## src/rtl/neuron_writeback_pkg.sv

```systemverilog
// ==========================================================================
// neuron_writeback_pkg : shared state encoding and defaults for write-back
// Rev 1.0
// ==========================================================================
`default_nettype none

package neuron_writeback_pkg;

   localparam int DATA_W_DFLT = 8;
   localparam int ADDR_W_DFLT = 8;

   // Activation select, shared with the MAC core configuration
   localparam bit ACT_RELU = 1'b1;

   typedef enum logic [1:0] {
      ST_IDLE  = 2'd0,
      ST_RUN   = 2'd1,
      ST_DRAIN = 2'd2,
      ST_DONE  = 2'd3
   } wb_state_e;

endpackage

`default_nettype wire

```

## src/rtl/neuron_writeback_wb_fifo.sv

```systemverilog
// ==========================================================================
// wb_fifo : first-word-fall-through result buffer, pop frees a slot same cycle
// Rev 1.0
// ==========================================================================
`default_nettype none

module wb_fifo #(
   parameter int DATA_W     = 8,
   parameter int FIFO_DEPTH = 4
) (
   input  logic                            clk,
   input  logic                            reset,
   input  logic                            push,
   input  logic                            pop,
   input  logic [DATA_W-1:0]               wdata,
   output logic [DATA_W-1:0]               rdata,
   output logic                            full,
   output logic                            empty,
   output logic [$clog2(FIFO_DEPTH):0]     count
);

   localparam int unsigned PTR_W = $clog2(FIFO_DEPTH);
   localparam logic [PTR_W:0] DEPTH_C = (PTR_W+1)'(FIFO_DEPTH);

   logic [DATA_W-1:0] mem_q [FIFO_DEPTH];
   logic [PTR_W-1:0]  wr_ptr_q, wr_ptr_d, rd_ptr_q, rd_ptr_d;
   logic [PTR_W:0]    count_q, count_d;
   logic              do_push, do_pop;

   assign full  = (count_q == DEPTH_C);
   assign empty = (count_q == '0);
   assign count = count_q;
   assign rdata = mem_q[rd_ptr_q];

   always_comb begin
      do_pop   = pop && !empty;
      do_push  = push && (!full || do_pop);
      wr_ptr_d = do_push ? wr_ptr_q + PTR_W'(1) : wr_ptr_q;
      rd_ptr_d = do_pop  ? rd_ptr_q + PTR_W'(1) : rd_ptr_q;
      count_d  = count_q;
      if (do_push && !do_pop)
         count_d = count_q + (PTR_W+1)'(1);
      else if (do_pop && !do_push)
         count_d = count_q - (PTR_W+1)'(1);
   end

   // Storage needs no reset: occupancy is tracked entirely by the pointers
   always_ff @(posedge clk) begin
      if (do_push)
         mem_q[wr_ptr_q] <= wdata;
   end

   always_ff @(posedge clk or posedge reset) begin
      if (reset) begin
         wr_ptr_q <= '0;
         rd_ptr_q <= '0;
         count_q  <= '0;
      end else begin
         wr_ptr_q <= wr_ptr_d;
         rd_ptr_q <= rd_ptr_d;
         count_q  <= count_d;
      end
   end

endmodule

`default_nettype wire

```

## src/rtl/neuron_writeback.sv

```systemverilog
// ==========================================================================
// neuron_writeback : activates MAC results and writes a layer into neuron RAM
// Rev 1.0
// ==========================================================================
`default_nettype none

module neuron_writeback
   import neuron_writeback_pkg::*;
#(
   parameter int DATA_W     = DATA_W_DFLT,
   parameter int ADDR_W     = ADDR_W_DFLT,
   parameter int FIFO_DEPTH = 4,
   parameter bit RELU_EN    = ACT_RELU
) (
   input  logic              clk,
   input  logic              reset,
   input  logic              layer_start,
   input  logic [ADDR_W-1:0] Nk,
   input  logic [ADDR_W-1:0] write_base,
   input  logic              mac_valid,
   input  logic [DATA_W-1:0] mac_data,
   input  logic              wr_stall,
   output logic              wre,
   output logic [ADDR_W-1:0] write_address,
   output logic [DATA_W-1:0] write_data,
   output logic              busy,
   output logic              layer_done,
   output logic              overflow_err
);

   wb_state_e         state_q, state_d;
   logic [ADDR_W-1:0] nk_q, nk_d, base_q, base_d;
   logic [ADDR_W-1:0] acc_q, acc_d, idx_q, idx_d, acc_inc;
   logic              wre_q, wre_d, busy_q, busy_d, done_q, done_d, ovf_q, ovf_d;
   logic [ADDR_W-1:0] waddr_q, waddr_d;
   logic [DATA_W-1:0] wdata_q, wdata_d, act_value, fifo_rdata;
   logic              fifo_full, fifo_empty, push, pop;
   logic [$clog2(FIFO_DEPTH):0] fifo_count;

   always_comb begin
      act_value = (RELU_EN && mac_data[DATA_W-1]) ? '0 : mac_data;
      pop       = !fifo_empty && !wr_stall;
      push      = (state_q == ST_RUN) && mac_valid && (!fifo_full || pop);
      acc_inc   = acc_q + ADDR_W'(1);
   end

   wb_fifo #(
      .DATA_W     (DATA_W),
      .FIFO_DEPTH (FIFO_DEPTH)
   ) u_fifo (
      .clk   (clk),
      .reset (reset),
      .push  (push),
      .pop   (pop),
      .wdata (act_value),
      .rdata (fifo_rdata),
      .full  (fifo_full),
      .empty (fifo_empty),
      .count (fifo_count)
   );

   always_comb begin
      state_d = state_q;
      nk_d    = nk_q;
      base_d  = base_q;
      acc_d   = acc_q;
      idx_d   = idx_q;
      waddr_d = waddr_q;
      wdata_d = wdata_q;
      wre_d   = pop;
      // Any valid that is not pushed was either dropped or arrived out of RUN
      ovf_d   = ovf_q | (mac_valid && !push);

      if (pop) begin
         waddr_d = base_q + idx_q;
         wdata_d = fifo_rdata;
         idx_d   = idx_q + ADDR_W'(1);
      end

      case (state_q)
         ST_IDLE: begin
            if (layer_start) begin
               nk_d    = Nk;
               base_d  = write_base;
               acc_d   = '0;
               idx_d   = '0;
               state_d = (Nk == '0) ? ST_DONE : ST_RUN;
            end
         end
         ST_RUN: begin
            if (push) begin
               acc_d = acc_inc;
               if (acc_inc == nk_q)
                  state_d = ST_DRAIN;
            end
         end
         // An empty FIFO means the final pop already issued on an earlier edge
         ST_DRAIN: begin
            if (fifo_count == '0)
               state_d = ST_DONE;
         end
         default: state_d = ST_IDLE;
      endcase

      busy_d = (state_d != ST_IDLE);
      done_d = (state_d == ST_DONE);
   end

   always_ff @(posedge clk or posedge reset) begin
      if (reset) begin
         state_q <= ST_IDLE;
         nk_q    <= '0;
         base_q  <= '0;
         acc_q   <= '0;
         idx_q   <= '0;
         wre_q   <= 1'b0;
         waddr_q <= '0;
         wdata_q <= '0;
         busy_q  <= 1'b0;
         done_q  <= 1'b0;
         ovf_q   <= 1'b0;
      end else begin
         state_q <= state_d;
         nk_q    <= nk_d;
         base_q  <= base_d;
         acc_q   <= acc_d;
         idx_q   <= idx_d;
         wre_q   <= wre_d;
         waddr_q <= waddr_d;
         wdata_q <= wdata_d;
         busy_q  <= busy_d;
         done_q  <= done_d;
         ovf_q   <= ovf_d;
      end
   end

   assign wre           = wre_q;
   assign write_address = waddr_q;
   assign write_data    = wdata_q;
   assign busy          = busy_q;
   assign layer_done    = done_q;
   assign overflow_err  = ovf_q;

endmodule

`default_nettype wire
```

## config.mk

```make
export PLATFORM = sky130hd
export DESIGN_NAME = neuron_writeback
export DESIGN_NICKNAME = d
export VERILOG_FILES = /design/src/rtl/neuron_writeback_pkg.sv /design/src/rtl/neuron_writeback_wb_fifo.sv /design/src/rtl/neuron_writeback.sv
export SDC_FILE = /design/constraint.sdc
export NUM_CORES = 1
export LEC_CHECK = 0
export CORE_ASPECT_RATIO = 1.5
export CORE_MARGIN = 2
export CORE_UTILIZATION = 60
export CTS_CLUSTER_SIZE = 14
export DETAILED_ROUTE_END_ITERATION = 8
export GPL_TIMING_DRIVEN = 0
export PLACE_DENSITY = 0.85
export SKIP_CTS_REPAIR_TIMING = 1
export SLEW_MARGIN = 40
export SYNTH_ARGS = -nofsm -noshare
export SYNTH_HDL_FRONTEND = slang
export SYNTH_SLANG_ARGS = --single-unit
```

## constraint.sdc

```tcl
create_clock -name clk -period 5.7 [get_ports clk]
set_input_delay 0.855 -clock clk [delete_from_list [all_inputs] [get_ports clk]]
set_output_delay 0.855 -clock clk [all_outputs]
set_load 0.1 [all_outputs]
```

==> Word level (Yosys, flattened, before mapping) <==
Memory sizes are Yosys's and may differ from the RTL's. A register that Yosys moved wholly into a read port is not among the register bits.
Cells that the tools add are included.
{ "word_totals": {"register_bits": 61, "latch_bits": 0, "mem_bits_rw": 28, "romBits": 0, "inputBits": 29, "output_inout_bits": 20, "elab_cells": 71, "mem_count": 1} }
{ "mem_list": {"columns": ["name", "words", "word_bits", "read_ports", "rd_ports_with_merged_regs", "wr", "line", "source"], "rows": [
  ["u_fifo.mem_q", 4, 7, 1, 1, 1, "neuron_writeback_wb_fifo.sv:25", "logic [DATA_W-1:0] mem_q [FIFO_DEPTH];"]
]} }
{ "op_classes": {"addsub": 7, "n_mul": 0, "div": 0, "magnitude_cmp": 0, "n_eq_ne": 7, "shift": 0, "mux": 17, "n_bitwise": 1, "reduce_logical": 24} }
{ "op_table": {"columns": ["operator", "count"], "rows": [
  ["8-bit 2-to-1 mux", 5],
  ["8-bit by 1-bit adder with 8-bit output, second input constant", 2],
  ["8-bit case mux with 2 select lines", 1],
  ["2-bit 2-to-1 mux", 5],
  ["8-bit adder", 1],
  ["8-bit equality test", 1],
  ["1-bit logical AND", 8],
  ["8-bit logical NOT", 1],
  ["7-bit 2-to-1 mux", 1],
  ["1-bit logical NOT", 6],
  ["3-bit 2-to-1 mux", 2],
  ["2-bit case mux with 3 select lines", 1],
  ["2-bit nonzero test", 3],
  ["2-bit by 1-bit adder with 2-bit output, second input constant", 2],
  ["2-bit equality test, second input constant", 2],
  ["2-bit != test, second input constant", 2],
  ["3-bit by 1-bit adder with 3-bit output, second input constant", 1],
  ["3-bit equality test, second input constant", 1],
  ["3-bit logical NOT", 1],
  ["3-bit AND reduction", 1],
  ["3-bit by 1-bit subtractor with 3-bit output, second input constant", 1],
  ["2-bit by 1-bit equality test with 1-bit output, second input constant", 1],
  ["2-bit logical NOT", 1],
  ["1-bit logical OR", 2],
  ["3 further kinds", 4]
]} }

==> Logic depth before layout (Yosys ltp) <==
Gate-level depths: netlist of the first run.
{ "depth": {"depth_word": 10, "mapped_depth": 10, "mapped_depth_nobuf": 9} }

==> By module <==
From an unflattened synthesis of the first run, not the netlist that was laid out.
{ "unflattened": {"hier_cells": 355, "area_unflattened_um2": 4335.4} }
{ "by_module_without_submodules": {"columns": ["module", "instances", "cells_each", "area_each_um2", "seq_area_each_um2"], "rows": [
  ["neuron_writeback", 1, 277, 2740.1, 1351.3],
  ["wb_fifo", 1, 78, 1595.3, 1136.1]
]} }

==> Least setup slack after synthesis of the first run <==
No wires, ideal clock.
{ "synth_timing": {"path_type": "input port to flip-flop", "start": "input port mac_valid", "end": "register u_fifo.count_q[2] (netlist: u_fifo.count[2])", "setup_ps": 79, "arrival_time_ps": 2510, "t_required_ps": 5621, "path_slack_ps": 3111, "path_stages": 10, "n_path_buf": 1, "cell_sequence": "nand2_1 > a311o_1 > inv_2 > buf_2 > ha_1 > inv_1 > fa_1 > xor2_1 > nor2_1 > xor2_1"} }
{ "synth_via": {"elab_chain_cells": 6, "word_cells_on_any_way": 8, "classes_between": "mux (1); reduce/logical (7)"} }
{ "synth_rtl": {"columns": ["item", "line", "source"], "rows": [
  ["start: declaration", "neuron_writeback.sv:20", "input logic mac_valid,"],
  ["1-bit logical AND (*) (2 in a row)", "neuron_writeback.sv:43", "push = (state_q == ST_RUN) && mac_valid && (!fifo_full || pop);"],
  ["1-bit logical AND (*)", "neuron_writeback_wb_fifo.sv:37", "do_push = push && (!full || do_pop);"],
  ["named net u_fifo.do_push", "neuron_writeback_wb_fifo.sv:28", "logic do_push, do_pop;"],
  ["1-bit logical NOT", "neuron_writeback_wb_fifo.sv:43", "else if (do_pop && !do_push)"],
  ["1-bit logical AND", "neuron_writeback_wb_fifo.sv:43", null],
  ["2-bit nonzero test (no line)", null, null],
  ["end signal: assignment", "neuron_writeback_wb_fifo.sv:61", "count_q <= count_d;"],
  ["end: declaration", "neuron_writeback_wb_fifo.sv:27", "logic [PTR_W:0] count_q, count_d;"]
]} }
The timed path passes the listed nets; every way through them passes the cells marked *.
A chain may end at the register's enable or synchronous reset.

==> Worst setup path in the final report of the first run <==
{ "layout_timing": {"start": "input port wr_stall", "end": "register u_fifo.count_q[2] (netlist: u_fifo.count[2])"} }
{ "layout_via": {"elab_chain_cells": 8, "word_cells_on_any_way": 13, "classes_between": "mux (1); reduce/logical (12)"} }
{ "layout_rtl": {"columns": ["item", "line", "source"], "rows": [
  ["start: declaration", "neuron_writeback.sv:22", "input logic wr_stall,"],
  ["1-bit logical NOT (*)", "neuron_writeback.sv:42", "pop = !fifo_empty && !wr_stall;"],
  ["1-bit logical AND (*)", "neuron_writeback.sv:42", null],
  ["1-bit logical OR or 1-bit logical AND (tied branches)", "neuron_writeback.sv:43, neuron_writeback_wb_fifo.sv:36", null],
  ["1-bit logical AND or 1-bit logical OR (tied branches)", "neuron_writeback.sv:43, neuron_writeback_wb_fifo.sv:37", null],
  ["1-bit logical AND", "neuron_writeback_wb_fifo.sv:37", null],
  ["1-bit logical NOT", "neuron_writeback_wb_fifo.sv:43", null],
  ["1-bit logical AND", "neuron_writeback_wb_fifo.sv:43", null],
  ["2-bit nonzero test (no line)", null, null]
]} }
Mark *: on every way between the ends. The rest lies on a longest branch, timed or not.

==> results by group, run 1 <==
Timing
  – Actual slew at the worst max-slew pin: 571 ps
  – Layout Skew: around 11 ps
  – Final setup vio count: 0
  – Fmax: 0.331 GHz
  – Final Hold Fails: 0
  – Slew Limit Fails: 0
  – Worst hold slack: 463 ps
  – Post-layout min period: 3020 ps
  – Rel. slew slack: approximately three fifths
  – Final worst slack: roughly 2700 ps
  – Tcrit/Tclk final: 53.0%
  – RSZ-0062 raised after global routing: false
  – Setup TNS: 0 ps

Synthesis
  – Synth Register Bits: 88
  – Leading register cell type out of synthesis: dfrtp_1
  – Dominant cell type by area after synthesis: dfrtp_1
  – Mapped Cells: 346
  – Synth top area cells: dfrtp_1 36%, edfxtp_1 20%, nand2_1 4.3%
  – Synthesized area: slightly above 0.004 sq mm
  – Sequential share of the synthesized area: 56.6%
  – Synth warn: 0
  – Synth Area per Inst: 12.0 sq um
  – Number of synthesized flops with an enable pin: 28
  – Post-synth ARST share: 68.2%
  – Distinct cells, synth: 50
  – Share of the synthesized area in the top cell type: a little over a third
  – Post-Syn Nets: ~390

Layout
  – Nets: 450
  – # fillers: 466
  – Layout cells sized above 1: roughly 15%
  – Antenna fix cells: 0
  – Layout area overhead: 17.6%
  – Core Util, Final: 72.0%
  – Non-filler instance count after layout: 488

Drt
  – Post-route DRC: 0
  – Post-route ant nets: 0
  – Routed wire per std cell: 15.7 um
  – Drt pass-1 iters: 4
  – Avg Vias per Cell: 5.76
  – DRT iter0 DRCs: 180
  – Detailed Route WL: 7.68 mm
  – Total number of vias: 2812

Power and ir drop
  – P_leak: 2.08 nW
  – Pwr/cell area: ~560 mW/mm^2
  – VDD IR max: 306 uV

Hold path
  – Hold Path Sink: overflow_err
  – Hold Crit Depth: 1
  – Min-delay worst type: reg -> reg
  – Worst hold start: overflow_err

Global route
  – Routing usage on met2: 37.6%
  – GRT overflow: 0
  – Gr busiest metal: met2
  – Pin count of the biggest net entering global routing: 44
  – First-pass GRT wire length: roughly 13 mm
  – Vias in the first global route: 2901
  – All-Layer GR Usage: 22.7%
  – Initial antenna violation count: 0
  – Met3 usage: 5.74%
  – Met1 Use GR: a little over a quarter

Placement
  – # placed instances: 472
  – Pre-CTS setup slack: 2330 ps
  – Port bufs: 47
  – GP Congestion: 0.857
  – DP HPWL: 5.66 mm

Clock network
  – CTS tree: yes
  – Num Clock Sinks: 88
  – CTS Buf Count: 9
  – Clock Pin Slew Worst Setup and Hold Paths: 80 ps
  – CTS max path bufs: 2
  – Worst-Skew Late Latency: 350 ps
  – Clk root buf: clkbuf_8
  – Number of H-tree levels: 3

Outcome
  – Status: complete, no violations

Critical path
  – Startpoint type of the worst setup path: input port
  – Critical Path AT: 3300 ps
  – Crit Path Class: in -> reg
  – Worst reg2reg path depth: 10
  – Crit end category: register
  – Reg-to-reg critical path endpoint: u_fifo.count[2]
  – Crit-path max FO: 10
  – WP data required: 5970 ps
  – Startpoint of the worst-slack reg-to-reg timing path: u_fifo.count[0]
  – Worst reg-to-reg setup slack: slightly below 3000 ps

Floorplan
  – I/O Pins: slightly below 50
  – Area of the die: 0.00760 sq mm
  – Initial core utilization: 61.3%
  – Chip height: between 100 and 150 um
  – Row count: 37
  – Horiz. Die Dim: 71.8 um
  – Total core area: 0.00676 sq mm

Flow run
  – Max-cap violations: 0
-- worst max-delay path: stages --
cell	delay, ps
clkdlybuf4s50_1	590
nor2_4	110
inv_2	150
clkbuf_1	420
ha_1	270
inv_1	60
fa_1	370
xor2_1	170
nor2_1	140
xor2_1	150
-- per-layer routing --
| layer | share of wire (%) | vias up |
|---|---|---|
| li1 | - | 1340 |
| met1 | 39 | 1355 |
| met2 | 51 | 92 |
| met3 | 5.5 | 25 |
| met4 | 3.6 | 0 |
| met5 | 0 | - |
-- Yosys cell counts (2+ instances only) --
cell / count
nor4_1: 3
xnor2_1: 13
o21ai_1: 11
dfrtp_1: 60
and3_1: 3
inv_1: 12
clkbuf_1: 3
nand2b_1: 4
o41ai_1: 2
mux4_2: 7
fa_1: 2
o41ai_2: 2
a211oi_1: 3
xor2_1: 13
o31ai_1: 3
and2_1: 5
mux2_1: 14
inv_2: 2
ha_1: 14
nor2b_1: 11
edfxtp_1: 28
nand3_1: 12
nor3_1: 2
o2111ai_1: 2
o21ai_0: 7
nand2_1: 47
nand3b_1: 2
buf_2: 10
a21oi_1: 7
nor2_1: 17
a31oi_1: 2
nand4_1: 5
-- cell usage in the layout, fill, tap and decap left out, types with 3 or more instances in the layout --
master	Yosys	layout
mux2_1	14	14
edfxtp_1	28	28
clkdlybuf4s50_1	0	28
clkbuf_8	0	11
nor2b_1	11	11
nor2_1	17	17
dfrtp_1	60	60
xnor2_1	13	13
nor4_1	3	3
ha_1	14	14
and3_1	3	3
o31ai_1	3	3
nand2_1	47	47
buf_2	10	29
o21ai_0	7	7
xor2_1	13	13
inv_1	12	11
nand2b_1	4	4
nand4_1	5	5
clkbuf_1	3	4
o21ai_1	11	11
and2_1	5	5
a211oi_1	3	3
nand3_1	12	12
a21oi_1	7	7
mux4_2	7	7
-- where the power goes --
| group | switching, mW | total [mW] | leakage, nW | internal, mW |
|---|---|---|---|---|
| logic | 0.849 | 1.25 | 0.968 | 0.404 |
| clock network | 0.213 | 0.485 | 0.113 | 0.273 |
| registers | 0.141 | 1.01 | 1.00 | 0.868 |
-- final cells by class --
| type | count | area [sq um] | share of cell area, % |
|---|---|---|---|
| Sequential cell | 88 | 2340 | 48.1 |
| Multi-Input combinational cell | 230 | 1680 | 34.5 |
| Timing Repair Buffer | 48 | 395 | 8.12 |
| Clock buffer | 12 | 155 | 3.19 |
| Tap cell | 78 | 97.6 | 2.00 |
| Clock inverter | 4 | 76.3 | 1.57 |
| Buffer | 14 | 68.8 | 1.41 |
| Inverter | 14 | 55.1 | 1.13 |
-- metrics by stage --
step / total power [mW] / cell area, sq um
finish: 2.75 / 4870
global route: 2.91 / 4870
CTS: 2.76 / 4870
detailed placement: 2.28 / 4640
global placement: 2.28 / 4710
floorplan: 2.01 / 4140
-- cell families after synthesis --
kind of cell | share of synthesized area, %
AND/OR/NAND/NOR | 14.0
flip-flops | 56.6
AO/OA/AOI/OAI | 7.86
buffers and inverters | 2.93
XOR/XNOR | 5.50
multiplexers | 7.89
adder cells (fa/ha/maj) | 5.20
other | 0.0905
-- worst max path at each step --
| stage | start | cells past startpoint | slack (ps) | endpoint |
|---|---|---|---|---|
| floorplan | mac_valid | 10 | 3110 | u_fifo.count[2] |
| global placement | reset | 2 | 2340 | acc_q[0] |
| detailed placement | wr_stall | 10 | 2330 | u_fifo.count[2] |
| CTS | wr_stall | 10 | 2690 | u_fifo.count[2] |
| global route | wr_stall | 10 | 2580 | u_fifo.count[2] |
| finish | wr_stall | 10 | 2680 | u_fifo.count[2] |
-- flip-flops by register name (all words and copies together), names as in the netlist --
signal           flops
acc_q                8
base_q               8
busy                 1
idx_q                8
layer_done           1
nk_q                 8
overflow_err         1
state_q              2
u_fifo.count         3
u_fifo.mem_q        28
u_fifo.rd_ptr_q      2
u_fifo.wr_ptr_q      2
wre                  1
write_address        8
write_data           7
No activity file was read; power rests on OpenSTA's default activity.
==> run 2, diff against run 1 <==
CORE_UTILIZATION = 50   (was 60)
PLACE_DENSITY = 0.75   (was 0.85)
clock period = 2.45 ns   (was 5.7 ns; I/O delays follow)
==> run 2 against run 1 <==
Die area up 19%; register-to-register slack worse by 2700 ps; clock skew down 3.8 ps; sequential share of layout area is 1.1 points lower; worst setup slack worse by 2500 ps; clock power grew to 2.7 times the previous value; critical path type unchanged.
==> results by group, run 2 (synthesized netlist as in run 1, its figures left out) <==
Placement
  – # placed instances: ~500
  – GP Congestion: between 0.8 and 0.9
  – DP HPWL: 5.69 mm
  – Port bufs: 47

Layout
  – # fillers: 634
  – Core Util, Final: roughly 62%
  – Non-filler instance count after layout: 516
  – Number of flip-flops in the largest register: 28
  – Layout cells sized above 1: 15.1%
  – Nets: approximately 450
  – Most common cell after layout, fill and taps aside: dfrtp_1
  – FF+latch area: 0.00234 sq mm
  – Most frequent cells in the layout: 59 x dfrtp_1, 47 x nand2_1, 28 x buf_2, 28 x clkdlybuf4s50_1, 28 x edfxtp_1
  – Antenna fix cells: 0
  – Footprint of the multi-input gates: 0.00168 sq mm
  – Layout area overhead: 20.5%
  – Top reg by flops: u_fifo.mem_q

Clock network
  – Worst-Skew Late Latency: roughly 330 ps
  – CTS Buf Count: 9
  – Number of H-tree levels: 3
  – Num Clock Sinks: between 80 and 90
  – CTS tree: yes
  – Clk root buf: clkbuf_16
  – CTS max path bufs: 2
  – Clock Pin Slew Worst Setup and Hold Paths: 60 ps

Floorplan
  – Initial core utilization: 51.7%
  – Row count: 40
  – Total core area: between 0.008 and 0.009 sq mm
  – Horiz. Die Dim: 78.3 um
  – Area of the die: 0.00904 sq mm
  – I/O Pins: 49
  – Chip height: 115 um

Critical path
  – Reg-to-reg critical path endpoint: u_fifo.count[2]
  – Worst reg-to-reg setup slack: 230 ps
  – Crit-path max FO: 5
  – WP buf/inv: 3
  – Most Frequent Cell on Critical Path: xor2_1
  – Startpoint type of the worst setup path: input port
  – Slowest CP cell: clkdlybuf4s50_1
  – CP Depth: 9
  – Startpoint of the worst-slack reg-to-reg timing path: u_fifo.count[0]
  – Worst stage delay on the critical path: 520 ps
  – CP delay by family, top: buffers and inverters
  – Worst reg2reg path depth: 9
  – Cell Chain, Critical Path: clkdlybuf4s50_1 > a311o_1 > inv_4 > ha_1 > inv_1 > fa_1 > xor2_1 > nor2_1 > xor2_1
  – Critical Path AT: 2520 ps
  – Crit Path Class: in -> reg
  – CP endpoint: u_fifo.count[2]
  – Crit end category: register
  – WP data required: 2700 ps
  – Critical Path Source: wr_stall

Timing
  – Post-layout min period: 2270 ps
  – Worst hold slack: around 320 ps
  – Fmax: ~0.44 GHz
  – Slew Limit Fails: 0
  – Final setup vio count: 0
  – RSZ-0062 raised after global routing: false
  – Layout Skew: 7.15 ps
  – Tcrit/Tclk final: 92.8%
  – Final Hold Fails: 0

Drt
  – Routed wire per std cell: roughly 15 um
  – Detailed Route WL: between 7 and 8 mm
  – DRT iter0 DRCs: between 150 and 200
  – Post-route ant nets: 0
  – Total number of vias: approximately 2.7k
  – Post-route DRC: 0
  – Avg Vias per Cell: 5.30
  – Drt pass-1 iters: 4

Flow run
  – Max-cap violations: 0

Outcome
  – Status: complete, no violations

Global route
  – All-Layer GR Usage: roughly a fifth
  – GRT overflow: 0
  – First-pass GRT wire length: 13.1 mm
  – Vias in the first global route: ~2.9k
  – Pin count of the biggest net entering global routing: 45
  – Initial antenna violation count: 0

Power and ir drop
  – Total power: 6.58 mW
  – Pwr/cell area: 1320 mW/mm^2
  – VDD IR max: 761 uV
  – P_leak: roughly 2.1 nW

Hold path
  – Min-delay worst type: in -> async
==> run 2: cell types whose count changed in the layout (fill, tap and decap cells not counted), sizes merged <==
cell and delta:
buf +2, bufinv -1, clkbuf -1, clkinv +3, clkinvlp -1, inv -1
==> run 2: layer usage <==
metal  vias to the layer above  part of all wire [%]  track usage (%)
li1                       1343                     -                -
met4                         0                   2.5             8.65
met3                        18                   3.8             4.28
met2                        57                    54             33.9
met1                      1317                    40             21.4
met5                         -                     0                0
==> run 2: worst min-delay path by stage <==
stage / cells past startpoint / start / slack (ps) / endpoint
finish: 2 / reset / 320 / u_fifo.wr_ptr_q[1]
detailed placement: 2 / write_data[0] / 460 / write_data[0]
global placement: 1 / overflow_err / 450 / overflow_err
CTS: 2 / reset / 320 / u_fifo.wr_ptr_q[0]
global route: 2 / reset / 330 / u_fifo.wr_ptr_q[0]
floorplan: 1 / base_q[2] / 460 / base_q[2]
==> run 2: through the flow <==
stage                     setup slack (ps)  instance area, sq um  TNS [ps]
after floorplan                        109                  4140         0
after global placement                -460                  4740    -28100
after detailed placement              -450                  4670      -824
after CTS                             -354                  4960      -647
after global routing                  35.5                  4990         0
final                                  175                  4990         0
==> run 2: cell type report <==
type,instances,share of cell area [%]
sequential,88,47.0
multi-input combinational,230,33.8
timing repair buffer,51,8.38
clock buffer,12,4.94
tap,105,2.63
buffer,12,1.20
inverter,14,1.20
clock inverter,4,0.928
==> run 2: power breakdown <==
part	internal, mW	switching [mW]	total [mW]
clock network	0.813	0.514	1.33
logic	0.948	1.94	2.89
registers	2.03	0.339	2.36
total	3.79	2.79	6.58
==> run 2: worst register-to-register path, delay by kind of cell, from the launching register on <==
kind,cells,cell delay [ps]
simple gates,3,540
fa+ha+maj,2,580
xor+xnor,2,330
flops,1,450
buf+inv,2,240
==> run 3, diff against run 2 <==
CTS_CLUSTER_DIAMETER = 60   (was default)
==> results of run 3 <==
No change in the layout: final DEF, timing and power equal those of run 2.
